[src/rtl/dmem_rmw_ctrl.sv]
// MEM-stage data-memory controller. Loads and word stores go straight to a
// single-port synchronous RAM. Byte and halfword stores become a two-cycle
// read-modify-write: read the word, then merge the lane and write it back.
module dmem_rmw_ctrl #(
  parameter int ADDR_W = 12
) (
  input  logic              clk,
  input  logic              rst_n,
  input  logic              mem_valid,
  input  logic              mem_wen,
  input  logic [1:0]        mem_maskMode,
  input  logic              mem_unsigned,
  input  logic [31:0]       mem_addr,
  input  logic [31:0]       mem_wdata,
  output logic              ram_en,
  output logic              ram_we,
  output logic [ADDR_W-1:0] ram_addr,
  output logic [31:0]       ram_wdata,
  input  logic [31:0]       ram_rdata,
  output logic [31:0]       rd_data,
  output logic              rd_valid,
  output logic              rmw_busy,
  output logic              misalign
);

  typedef enum logic {IDLE, RMW_WR} state_t;

  state_t            state, state_nxt;
  logic [ADDR_W-1:0] lat_addr;
  logic [1:0]        lat_off;
  logic [1:0]        lat_mode;
  logic              lat_uns;
  logic [31:0]       lat_wdata;

  logic        idle_req, acc, ld_go, st_sub, st_word;
  logic [31:0] merged, shifted;

  // Request decode; anything arriving during RMW_WR is ignored outright.
  always_comb begin
    idle_req = mem_valid && (state == IDLE);
    misalign = idle_req && (((mem_maskMode == 2'b01) && mem_addr[0]) ||
                            ((mem_maskMode == 2'b10) && (mem_addr[1:0] != 2'b00)) ||
                            (mem_maskMode == 2'b11));
    acc      = idle_req && !misalign;
    ld_go    = acc && !mem_wen;
    st_sub   = acc && mem_wen && !mem_maskMode[1];
    st_word  = acc && mem_wen && (mem_maskMode == 2'b10);
  end

  // State register; rmw_busy is the registered RMW_WR flag.
  always_ff @(posedge clk or negedge rst_n) begin
    if (!rst_n) state <= IDLE;
    else        state <= state_nxt;
  end

  // Next state: a sub-word store always spends exactly one write-back cycle.
  always_comb begin
    state_nxt = state;
    case (state)
      IDLE:    if (st_sub) state_nxt = RMW_WR;
      RMW_WR:  state_nxt = IDLE;
      default: state_nxt = IDLE;
    endcase
  end

  // Latch what the following cycle needs: load alignment or the RMW operands.
  always_ff @(posedge clk or negedge rst_n) begin
    if (!rst_n) begin
      lat_addr  <= '0;
      lat_off   <= '0;
      lat_mode  <= '0;
      lat_uns   <= 1'b0;
      lat_wdata <= '0;
      rd_valid  <= 1'b0;
    end else begin
      rd_valid <= ld_go;
      if (ld_go || st_sub) begin
        lat_off  <= mem_addr[1:0];
        lat_mode <= mem_maskMode;
      end
      if (ld_go) lat_uns <= mem_unsigned;
      if (st_sub) begin
        lat_addr  <= mem_addr[ADDR_W+1:2];
        lat_wdata <= mem_wdata;
      end
    end
  end

  // Merge the latched store lane into the word read in the previous cycle.
  always_comb begin
    merged = ram_rdata;
    if (lat_mode[0]) merged[{lat_off[1], 4'b0000} +: 16] = lat_wdata[15:0];
    else             merged[{lat_off, 3'b000} +: 8]      = lat_wdata[7:0];
  end

  // Outputs: RAM port drive, gated off while reset is held.
  always_comb begin
    rmw_busy = (state == RMW_WR);
    if (rmw_busy) begin
      ram_en    = 1'b1;
      ram_we    = 1'b1;
      ram_addr  = lat_addr;
      ram_wdata = merged;
    end else begin
      ram_en    = acc;
      ram_we    = st_word;
      ram_addr  = mem_addr[ADDR_W+1:2];
      ram_wdata = mem_wdata;
    end
    ram_en = ram_en && rst_n;
    ram_we = ram_we && rst_n;
  end

  // Load result: align the returned word, then sign- or zero-extend.
  always_comb begin
    shifted = ram_rdata >> {lat_off, 3'b000};
    case (lat_mode)
      2'b00:   rd_data = {{24{!lat_uns && shifted[7]}}, shifted[7:0]};
      2'b01:   rd_data = {{16{!lat_uns && shifted[15]}}, shifted[15:0]};
      default: rd_data = ram_rdata;
    endcase
  end

endmodule
[config.mk]
export PLATFORM = sky130hd
export DESIGN_NAME = dmem_rmw_ctrl
export DESIGN_NICKNAME = d
export VERILOG_FILES = /design/src/rtl/dmem_rmw_ctrl.sv
export SDC_FILE = /design/constraint.sdc
export NUM_CORES = 1
export LEC_CHECK = 0
export BUFFER_PORTS_ARGS = -buffer_cell sky130_fd_sc_hd__clkbuf_2
export CORE_AREA = 2 2 95 97
export CTS_BUF_LIST = sky130_fd_sc_hd__clkbuf_4
export CTS_CLUSTER_DIAMETER = 50
export DETAILED_ROUTE_END_ITERATION = 7
export DIE_AREA = 0 0 97 99
export GPL_TIMING_DRIVEN = 0
export PLACE_DENSITY_LB_ADDON = 0.15
export SETUP_SLACK_MARGIN = 0.5
export SKIP_CTS_REPAIR_TIMING = 1
export SLEW_MARGIN = 20
export SYNTH_ARGS = -nofsm -noshare
export SYNTH_HDL_FRONTEND = slang
export SYNTH_SLANG_ARGS = --single-unit
[constraint.sdc]
create_clock -name clk -period 2.1 [get_ports clk]
set_clock_uncertainty 0.15 [all_clocks]
set_input_delay 0.21 -clock clk [delete_from_list [all_inputs] [get_ports clk]]
set_output_delay 0.21 -clock clk [all_outputs]
set_load 0.005 [all_outputs]
==> metrics.log, run 1 <==
INFO  metric drt_pre_antenna_iters = 6
INFO  metric initial_antenna_violation_count = 0
INFO  metric path_cells = buf_6 > buf_12 > clkinv_8 > ha_4 > and4_4 > buf_8 > a21oi_1 > o221ai_1 > buf_2
INFO  metric antennaDiodeCount = 0
INFO  metric timing.critical_path.max_delay_family = buffers and inverters
INFO  metric grt_overflow_total = 0
INFO  metric synthFlopType = dfrtp_1
INFO  metric cells_after_synth = 425
INFO  metric worst-path-max-fanout = 8
INFO  metric vert_die_dim = about 100 µm
INFO  metric critical_path.n_buffers_inverters = 5
INFO  metric max_freq = about 390 MHz
INFO  metric synth-edff-count = 0
INFO  metric routed_via_density = 6.083
INFO  metric power_density_of_the_placed_cells = between 600 and 700 mW/mm²
INFO  metric worstReg2RegEnd = lat_wdata[13]
INFO  metric yosys_warnings = 0
INFO  metric max_cap_viol = 0
INFO  metric reg2reg_setup_slack = around 0.40 ns
INFO  metric final-hold-violation-count = 36
INFO  metric tightestPinTransition = ~0.58 ns
INFO  metric first_global_vias = around 4000
INFO  metric clock_path_buffers = 2
INFO  metric placed_cells_incl_taps = 698
INFO  metric timing.final.setup_violations = 64
INFO  metric synth.net_count = around 530
INFO  metric number_of_routed_nets_with_antenna_violations = 0
INFO  metric vdd.ir_drop.worst = about 0.00040 V
INFO  metric layout_setup_ws = -0.4587 ns
INFO  metric tritoncts.num_buffers = 5
INFO  metric start_util = a little over two fifths
INFO  metric globalRouteTotalUtil = approximately 28%
INFO  metric synth.cell_area = 0.003567 mm²
INFO  metric final_cell_count_no_fill = around 760
INFO  metric crit_required = between 1.5 and 2 ns
INFO  metric syn_avg_cell_area = 8.393 µm²
INFO  metric die_area = about 0.0096 mm²
INFO  metric clkLatencyLatePin = approximately 0.36 ns
INFO  metric clock-root-buffer = clkbuf_4
INFO  metric sum_of_net_half_perimeters_after_detailed_placement = roughly 11 mm
INFO  metric failed_checks = hold timing, setup timing
INFO  metric cellLeakagePower = 2.928 nW
INFO  metric fin_total_pwr = 4.098 mW
INFO  metric final_layout_size_suffix_gt1_share = between 50 and 60%
INFO  metric yosysUniqueCellTypes = 35
INFO  metric tritoncts = done
INFO  metric first_pass_grt_wire_length = 21.67 mm
INFO  metric htree_num_levels = 2
INFO  metric slowest_cell_on_the_critical_path = dfrtp_1
INFO  metric hold_ws = -0.3099 ns
INFO  metric die-width = ~97 µm
INFO  metric period_minus_slack = about 2.6 ns
INFO  metric cts.clk_slew.worst_paths = between 0.1 and 0.15 ns
INFO  metric io_pins = roughly 180
INFO  metric min_period_over_period = 121.8%
INFO  metric worstReg2RegStart = rmw_busy
INFO  metric final_nets = roughly 760
INFO  metric areaGrowthSynthToFinish = 68.82%
INFO  metric route.final.wire_length = between 15 and 20 mm
INFO  metric grt_max_degree = 39
INFO  metric rows = 34
INFO  metric synth-seq-area-share = between 20% and 30%
INFO  metric slew_viol_final = 0
INFO  metric kind_of_start_point_of_the_critical_path = flip-flop
INFO  metric drc_errors = 0
INFO  metric min_path_type = input pin to async pin
INFO  metric worstRegToRegCells = 6
INFO  metric routedWlPerCell = around 21 µm
INFO  metric synth-seq-cells = 35
INFO  metric grt_setup_unrepaired = yes
INFO  metric routabilityCongestion = between 0.9 and 1
INFO  metric core_area = 0.008551 mm²
INFO  metric critPathArrivalTime = 2.20 ns
INFO  metric numPortBuffers = between 150 and 200
INFO  metric setup.worst_path.end_class = output pin
INFO  metric clock_sink_count = 35
INFO  metric vias = ~4600
INFO  metric slowest_delay = 0.39 ns
INFO  metric asyncSetResetFlopFracSynth = 100.0%
INFO  metric dr.first_iter.drc_count = ~400
INFO  metric status = complete, but fails checks
INFO  metric slew_headroom = ~62%
INFO  metric worstSetupPathType = flip-flop to output pin
==> sequential cells by signal (all words and copies together) (netlist names) <==
register,flops
lat_off,2
lat_uns,1
rd_valid,1
lat_addr,12
lat_wdata,16
rmw_busy,1
lat_mode,2
==> cells in the mapped netlist, types with 18 or more instances <==
library cell,number,area (µm²)
a21oi_1,25,125.1
nand2b_1,18,112.6
dfrtp_1,35,875.8
nand2_1,23,86.33
mux2_2,53,596.8
mux2i_1,24,240.2
a221oi_1,22,192.7
clkbuf_1,22,82.58
o21ai_0,25,125.1
inv_1,29,108.9
nor2_1,31,116.4
nor2b_1,18,112.6
==> final cells by class <==
class	count	area, µm²
Multi-Input combinational cell	325	3033
Fill cell	668	2529
Timing Repair Buffer	215	1423
Sequential cell	35	878.3
Buffer	36	362.8
Tap cell	108	135.1
Inverter	29	128.9
Clock buffer	5	37.54
Clock inverter	3	23.77
==> cell usage in the layout, fill, tap and decap left out, drive strengths merged, types with 23 or more instances in the layout <==
cell type / n
a21oi: 25
clkbuf: 146
nand2: 23
dlygate4sd3: 31
dfrtp: 35
nor2: 32
o21ai: 25
buf: 79
mux2i: 24
mux2: 53
inv: 27
==> stage by stage <==
stage	hold WS [ns]	instance area, µm²	worst slack, ns	utilization [%]	TNS [ns]
after CTS	-0.1418	4791	-0.6737	56.03	-35.51
final	-0.3099	6022	-0.4587	70.43	-20.30
after detailed placement	0.2661	4730	-0.2549	55.31	-8.213
after floorplan	-0.2356	3769	0.1657	-	0
after global placement	0.2613	4730	-0.2622	55.31	-7.364
after global routing	-0.2764	6022	-0.5268	70.43	-25.28
==> layer usage <==
| layer | up-vias | global-route usage, % | part of all wire (%) |
|---|---|---|---|
| li1 | 2034 | - | - |
| met5 | - | 0 | 0 |
| met1 | 2203 | 38.08 | 40 |
| met2 | 309 | 46.47 | 48 |
| met4 | 0 | 8.559 | 3.0 |
| met3 | 53 | 4.255 | 8.3 |
==> report_power, final <==
part / switching [mW] / internal (mW)
sequential: 0.193 / 0.808
clock: 0.293 / 0.134
combinational: 1.33 / 1.34
total: 1.81 / 2.29
==> worst max-delay path by stage <==
stage,slack [ns],start,cells past startpoint,endpoint
CTS,-0.67,lat_off[0],7,ram_wdata[3]
global route,-0.53,lat_off[0],9,ram_wdata[28]
finish,-0.46,lat_off[1],9,ram_wdata[9]
global placement,-0.26,lat_off[1],8,ram_wdata[3]
floorplan,0.17,lat_off[0],4,rd_data[10]
detailed placement,-0.25,lat_off[1],8,ram_wdata[3]
==> logic make-up after synthesis <==
| kind of cell | share of synthesized area (%) |
|---|---|
| fa+ha+maj | 1.754 |
| simple gates | 14.56 |
| compound gates | 27.57 |
| buf+inv | 7.471 |
| flops | 24.55 |
| mux | 24.10 |
Power figures use the tool's default switching activity.
==> run 2: changes to the inputs <==
==> constraint.sdc (replaced) <==
create_clock -name clk -period 2.15 [get_ports clk]
set_clock_uncertainty 0.15 [all_clocks]
set_input_delay 0.215 -clock clk [delete_from_list [all_inputs] [get_ports clk]]
set_output_delay 0.215 -clock clk [all_outputs]
set_load 0.005 [all_outputs]
==> metrics.log, run 2 (synthesized netlist as in run 1, its figures left out) <==
INFO  metric antennaDiodeCount = 0 (unchanged)
INFO  metric power.switching_fraction = 43.62% (was 44.21%)
INFO  metric power.internal = 2.196 mW (was 2.286 mW)
INFO  metric final_cell_count_no_fill = 767 (was 756)
INFO  metric layout_setup_ws = -0.4084 ns (was -0.4587 ns)
INFO  metric registers.top_by_ff_count = lat_wdata (unchanged)
INFO  metric first_pass_grt_wire_length = 21.40 mm (was 21.67 mm)
INFO  metric power.combinational.fraction = 64.7% (was 65.1%)
INFO  metric min_period_over_period = 119.0%
INFO  metric power_density_of_the_placed_cells = 651.3 mW/mm² (was 680.5 mW/mm²)
INFO  metric grt_overflow_total = 0 (unchanged)
INFO  metric grt_max_degree = 39 (unchanged)
INFO  metric numPortBuffers = 165 (unchanged)
INFO  metric areaGrowthSynthToFinish = 67.66% (was 68.82%)
INFO  metric power.net_switching = 1.699 mW (was 1.811 mW)
INFO  metric timing.final.setup_violations = 64 (unchanged)
INFO  metric critical_path.n_buffers_inverters = 5 (unchanged)
INFO  metric number_of_routed_nets_with_antenna_violations = 0 (unchanged)
INFO  metric vert_die_dim = 99 µm (unchanged)
INFO  metric routed_via_density = 5.881 (was 6.083)
INFO  metric die_area = 0.009603 mm² (unchanged)
INFO  metric sum_of_net_half_perimeters_after_detailed_placement = 10.54 mm (was 10.75 mm)
INFO  metric clock_sink_count = 35 (unchanged)
INFO  metric reg2reg_setup_slack = 0.39 ns (was 0.40 ns)
INFO  metric slowest_delay = 0.38 ns (was 0.39 ns)
INFO  metric layout.cells.most_common = clkbuf_2 (unchanged)
INFO  metric vias = 4511 (was 4599)
INFO  metric max_freq = a little under 400 MHz
INFO  metric hold_ws = -0.1882 ns (was -0.3099 ns)
INFO  metric kind_of_start_point_of_the_critical_path = flip-flop (unchanged)
INFO  metric rows = 34 (unchanged)
INFO  metric min_path_type = input pin to async pin (unchanged)
INFO  metric die-width = 97 µm (unchanged)
INFO  metric registers_with_the_most_flip_flops = lat_wdata: 16 flops, lat_addr: 12 flops (unchanged)
INFO  metric largest_register_ff_count = 16 (unchanged)
INFO  metric clock_path_buffers = 2 (unchanged)
INFO  metric core_area = 0.008551 mm² (unchanged)
INFO  metric finalInstanceArea = 0.005981 mm² (was 0.006022 mm²)
INFO  metric worstSetupPathType = flip-flop to output pin (unchanged)
INFO  metric crit_required = 1.78 ns (was 1.74 ns)
INFO  metric vdd.ir_drop.worst = 0.0004217 V (was 0.0004029 V)
INFO  metric worstRegToRegCells = 5 (was 6)
INFO  metric final_nets = 766 (was 755)
INFO  metric clkLatencyLatePin = 0.34 ns (was 0.36 ns)
INFO  metric cellLeakagePower = 2.927 nW (was 2.928 nW)
INFO  metric grt_setup_unrepaired = yes (unchanged)
INFO  metric htree_num_levels = 2 (unchanged)
INFO  metric path_depth = 9 (unchanged)
INFO  metric routedWlPerCell = 19.97 µm (was 20.90 µm)
INFO  metric setup.worst_path.end_class = output pin (unchanged)
INFO  metric failed_checks = hold timing, setup timing (unchanged)
INFO  metric routabilityCongestion = 0.9137 (was 0.9035)
INFO  metric critPathArrivalTime = 2.19 ns (was 2.20 ns)
INFO  metric placed_cells_incl_taps = 698 (unchanged)
INFO  metric start_util = 41.72% (unchanged)
INFO  metric cts.clk_slew.worst_paths = 0.15 ns (was 0.13 ns)
INFO  metric n_fill_cell = 696 (was 668)
INFO  metric tightestPinTransition = 0.8959 ns (was 0.5759 ns)
INFO  metric period_minus_slack = ~2.6 ns
INFO  metric tritoncts.num_buffers = 5 (unchanged)
INFO  metric postLayoutCoreUtil = 69.94% (was 70.43%)
INFO  metric slew_headroom = 40.28% (was 61.60%)
INFO  metric fin_total_pwr = 3.895 mW (was 4.098 mW)
INFO  metric drt_pre_antenna_iters = 5 (was 6)
INFO  metric first_global_vias = 4014 (was 4048)
INFO  metric clock-root-buffer = clkbuf_4 (unchanged)
INFO  metric slew_viol_final = 0 (unchanged)
INFO  metric clock_power_share = 10.5% (was 10.4%)
INFO  metric mostFrequentLayoutCells = clkbuf_2 (146), dfrtp_1 (33), dlygate4sd3_1 (30) (was clkbuf_2 (131), mux2_4 (35), dfrtp_1 (33))
INFO  metric initial_antenna_violation_count = 0 (unchanged)
INFO  metric globalRouteTotalUtil = 27.71% (was 28.10%)
INFO  metric max_cap_viol = 0 (unchanged)
INFO  metric timing.critical_path.max_delay_family = buffers and inverters (unchanged)
INFO  metric status = complete, but fails checks (unchanged)
INFO  metric route.final.wire_length = 15.32 mm (was 15.80 mm)
INFO  metric place_area = 0.004716 mm² (was 0.004730 mm²)
INFO  metric dr.first_iter.drc_count = 389 (was 394)
INFO  metric worst_slack_at_placement = -0.2150 ns (was -0.2549 ns)
INFO  metric slowest_cell_on_the_critical_path = dfrtp_1 (unchanged)
INFO  metric tritoncts = done (unchanged)
INFO  metric final_layout_size_suffix_gt1_share = 54.63% (was 54.78%)
INFO  metric worst-path-max-fanout = 8 (unchanged)
INFO  metric drc_errors = 0 (unchanged)
INFO  metric path_cells = buf_6 > buf_12 > clkinv_8 > ha_4 > and4_1 > buf_8 > a221oi_2 > o22ai_1 > buf_2 (was buf_6 > buf_12 > clkinv_8 > ha_4 > and4_4 > buf_8 > a21oi_1 > o221ai_1 > buf_2)
INFO  metric io_pins = 184 (unchanged)
INFO  metric share_of_power_burned_in_registers = 24.8% (was 24.4%)
INFO  metric final-hold-violation-count = 35 (was 36)
-- run 2: area by class of cell --
class,count,area [µm²],share of cell area (%)
clock inverters,3,23.77,0.3975
plain buffers,36,324.1,5.418
clock buffers,5,37.54,0.6276
well taps,108,135.1,2.259
multi-input cells,325,2933,49.04
flip-flops and latches,35,878.3,14.69
inverters,29,128.9,2.155
repair buffers,226,1520,25.42
-- run 2: worst paths after layout --
| check | startpoint | to |
|---|---|---|
| worst max-delay path | lat_off[1] | ram_wdata[17] |
| min in group clk | mem_maskMode[0] | lat_mode[0] |
| worst min-delay path | rst_n | lat_addr[4] |
| worst min register to register | lat_addr[10] | lat_addr[10] |
| max in group asynchronous | rst_n | lat_off[0] |
| worst max register to register | rmw_busy | lat_mode[0] |
-- run 2: per-stage QoR --
| step | setup TNS, ns | hold WS (ns) |
|---|---|---|
| 2_1_floorplan | 0 | -0.2306 |
| 3_3_place_gp | -5.123 | 0.2658 |
| 3_5_place_dp | -5.471 | 0.2735 |
| 4_1_cts | -31.35 | -0.1041 |
| 5_1_grt | -23.65 | -0.1394 |
| 6_report | -19.13 | -0.1882 |
-- run 2: power groups by stage --
stage / clock network, mW / registers (mW) / logic, mW
after floorplan: 0 / 0.901 / 1.28
after global placement: 0 / 0.944 / 1.91
after detailed placement: 0 / 0.953 / 1.93
after CTS: 0.401 / 0.938 / 1.94
after global routing: 0.443 / 0.980 / 2.70
final: 0.409 / 0.966 / 2.52
-- run 2: metal layers --
layer	track usage, %	vias up	routed length [µm]
met3	5.248	32	1194
met5	0	-	0
li1	-	2050	-
met1	38.30	2196	6484
met4	8.776	0	334
met2	43.96	233	7301
==> run 3: changes to the inputs <==
--- a/config.mk
+++ b/config.mk
@@ -13,8 +13,8 @@
 export DIE_AREA = 0 0 97 99
 export GPL_TIMING_DRIVEN = 0
 export PLACE_DENSITY_LB_ADDON = 0.15
+export RECOVER_POWER = 50
 export SETUP_SLACK_MARGIN = 0.5
-export SKIP_CTS_REPAIR_TIMING = 1
 export SLEW_MARGIN = 20
 export SYNTH_ARGS = -nofsm -noshare
 export SYNTH_HDL_FRONTEND = slang
==> metrics.log, run 3 (synthesized netlist as in run 1, its figures left out) <==
INFO  metric registers.top_by_ff_count = lat_wdata (unchanged)
INFO  metric power.internal = 2.213 mW (was 2.196 mW)
INFO  metric cellLeakagePower = 2.826 nW (was 2.927 nW)
INFO  metric layout_setup_ws = -0.3747 ns (was -0.4084 ns)
INFO  metric worstSetupPathType = flip-flop to output pin (unchanged)
INFO  metric tritoncts.num_buffers = 5 (unchanged)
INFO  metric n_fill_cell = 683 (was 696)
INFO  metric start_util = 41.72% (unchanged)
INFO  metric core_area = 0.008551 mm² (unchanged)
INFO  metric registers_with_the_most_flip_flops = lat_wdata: 16 flops, lat_addr: 12 flops (unchanged)
INFO  metric grt_overflow_total = 0 (unchanged)
INFO  metric clock_sink_count = 35 (unchanged)
INFO  metric power.net_switching = 1.737 mW (was 1.699 mW)
INFO  metric final_cell_count_no_fill = 768 (was 767)
INFO  metric final-hold-violation-count = 35 (unchanged)
INFO  metric power_density_of_the_placed_cells = 667.1 mW/mm² (was 651.3 mW/mm²)
INFO  metric crit_required = 1.78 ns (about the same)
INFO  metric vdd.ir_drop.worst = 0.0004260 V (was 0.0004217 V)
INFO  metric die_area = 0.009603 mm² (unchanged)
INFO  metric fin_total_pwr = 3.950 mW (was 3.895 mW)
INFO  metric status = complete, but fails checks (unchanged)
INFO  metric first_pass_grt_wire_length = 22.51 mm (was 21.40 mm)
INFO  metric clock_path_buffers = 2 (unchanged)
INFO  metric drc_errors = 0 (unchanged)
INFO  metric placed_cells_incl_taps = 698 (unchanged)
INFO  metric share_of_power_burned_in_registers = 24.3% (was 24.8%)
INFO  metric tritoncts = done (unchanged)
INFO  metric routabilityCongestion = 0.9137 (unchanged)
INFO  metric grt_max_degree = 39 (unchanged)
INFO  metric layout.cells.most_common = clkbuf_2 (unchanged)
INFO  metric slowest_cell_on_the_critical_path = dfrtp_1 (unchanged)
INFO  metric seq_area = 877.1 µm² (was 878.3 µm²)
INFO  metric max_freq = 396.1 MHz (was 390.9 MHz)
INFO  metric routedWlPerCell = 19.33 µm (was 19.97 µm)
INFO  metric power.combinational.fraction = 65.6% (was 64.7%)
INFO  metric min_path_type = input pin to async pin (unchanged)
INFO  metric timing.final.setup_violations = 74 (was 64)
INFO  metric number_of_routed_nets_with_antenna_violations = 0 (unchanged)
INFO  metric tightestPinTransition = 1.027 ns (was 0.8959 ns)
INFO  metric path_cells = buf_6 > clkinvlp_4 > ha_4 > and4b_1 > buf_6 > a21oi_4 > o221ai_2 > buf_2 (was buf_6 > buf_12 > clkinv_8 > ha_4 > and4_1 > buf_8 > a221oi_2 > o22ai_1 > buf_2)
INFO  metric htree_num_levels = 2 (unchanged)
INFO  metric min_period_over_period = 117.4% (was 119.0%)
INFO  metric first_global_vias = 4301 (was 4014)
INFO  metric hold_ws = -0.1343 ns (was -0.1882 ns)
INFO  metric grt_setup_unrepaired = yes (unchanged)
INFO  metric final_nets = 767 (was 766)
INFO  metric critical_path.n_buffers_inverters = 4 (was 5)
INFO  metric vias = 4489 (was 4511)
INFO  metric failed_checks = hold timing, setup timing (unchanged)
INFO  metric slew_headroom = 31.54% (was 40.28%)
INFO  metric multi_input_area = 0.002934 mm² (was 0.002933 mm²)
INFO  metric drt_pre_antenna_iters = 5 (unchanged)
INFO  metric initial_antenna_violation_count = 0 (unchanged)
INFO  metric worst-path-max-fanout = 8 (unchanged)
INFO  metric max_cap_viol = 0 (unchanged)
INFO  metric clkLatencyLatePin = 0.35 ns (was 0.34 ns)
INFO  metric die-width = 97 µm (unchanged)
INFO  metric io_pins = 184 (unchanged)
INFO  metric cts.clk_slew.worst_paths = 0.14 ns (was 0.15 ns)
INFO  metric route.final.wire_length = 14.85 mm (was 15.32 mm)
INFO  metric timing.critical_path.max_delay_family = buffers and inverters (unchanged)
INFO  metric clock-root-buffer = clkbuf_4 (unchanged)
INFO  metric setup.worst_path.end_class = output pin (unchanged)
INFO  metric largest_register_ff_count = 16 (unchanged)
INFO  metric sum_of_net_half_perimeters_after_detailed_placement = 10.54 mm (unchanged)
INFO  metric mostFrequentLayoutCells = clkbuf_2 (143), mux2_2 (53), dfrtp_1 (34) (was clkbuf_2 (146), dfrtp_1 (33), dlygate4sd3_1 (30))
INFO  metric rows = 34 (unchanged)
INFO  metric kind_of_start_point_of_the_critical_path = flip-flop (unchanged)
INFO  metric final_layout_size_suffix_gt1_share = 55.45% (was 54.63%)
INFO  metric globalRouteTotalUtil = 29.18% (was 27.71%)
INFO  metric routed_via_density = 5.845 (was 5.881)
INFO  metric areaGrowthSynthToFinish = 66.01% (was 67.66%)
INFO  metric slew_viol_final = 0 (unchanged)
INFO  metric slowest_delay = 0.38 ns (about the same)
INFO  metric crit_top_cell = buf_6
INFO  metric dr.first_iter.drc_count = 252 (was 389)
INFO  metric clock_power_share = 10.1% (was 10.5%)
INFO  metric period_minus_slack = 2.525 ns (was 2.558 ns)
INFO  metric antennaDiodeCount = 0 (unchanged)
INFO  metric critPathArrivalTime = 2.16 ns (was 2.19 ns)
INFO  metric power.switching_fraction = 43.97% (was 43.62%)
INFO  metric vert_die_dim = 99 µm (unchanged)
INFO  metric holdBufCountCts = 30
INFO  metric numPortBuffers = 165 (unchanged)
run 3: layout make-up:
type                            count  area share, %
Tap cell                          108          2.282
Inverter                           29          2.113
Multi-Input combinational cell    325          49.55
Clock inverter                      3         0.4014
Clock buffer                        5         0.6338
Sequential cell                    35          14.81
Buffer                             36          5.472
Timing Repair Buffer              227          24.74
run 3: power by group through the flow:
stage,logic (mW),registers [mW],clock network [mW]
6_report,2.59,0.961,0.399
5_1_grt,2.77,0.976,0.436
4_1_cts,2.24,0.942,0.401
3_5_place_dp,1.93,0.953,0
3_3_place_gp,1.91,0.944,0
2_1_floorplan,1.28,0.901,0
run 3: timing repair:
item	CTS	global route
hold endpoints to repair	65	35
setup endpoints to repair	98	105
gates cloned	0	3
buffers inserted	15	14
pin swaps	34	21
resized for setup	62	120
run 3: final timing paths:
kind / start / endpoint / slack, ns / cells past startpoint
max in group asynchronous: rst_n / lat_mode[1] / 1.29 / 1
max reg2reg: rmw_busy / lat_wdata[12] / -0.06 / 6
max: lat_off[0] / ram_wdata[26] / -0.37 / 8
min reg2reg: lat_addr[4] / lat_addr[4] / 0.37 / 1
min in group clk: mem_addr[0] / lat_off[0] / 0.03 / 2
min: rst_n / lat_wdata[2] / -0.13 / 1
run 3: stage by stage:
step | area (µm²) | utilization, % | TNS, ns | setup slack [ns] | hold WS (ns)
after floorplan | 3755 | - | 0 | 0.2107 | -0.2306
final | 5922 | 69.26 | -17.72 | -0.3747 | -0.1343
after detailed placement | 4716 | 55.15 | -5.471 | -0.2150 | 0.2735
after CTS | 5448 | 63.71 | -16.19 | -0.3641 | -0.1041
after global routing | 5922 | 69.26 | -23.18 | -0.4615 | -0.09299
after global placement | 4716 | 55.15 | -5.123 | -0.2344 | 0.2658
run 3: routing by layer:
metal	routed length (µm)	GRT usage (%)	vias up	share of wire (%)
met5	0	0	-	0
li1	-	-	2057	-
met3	1140	6.454	31	7.7
met4	274	10.40	0	1.8
met2	7166	47.38	220	48
met1	6263	38.40	2181	42
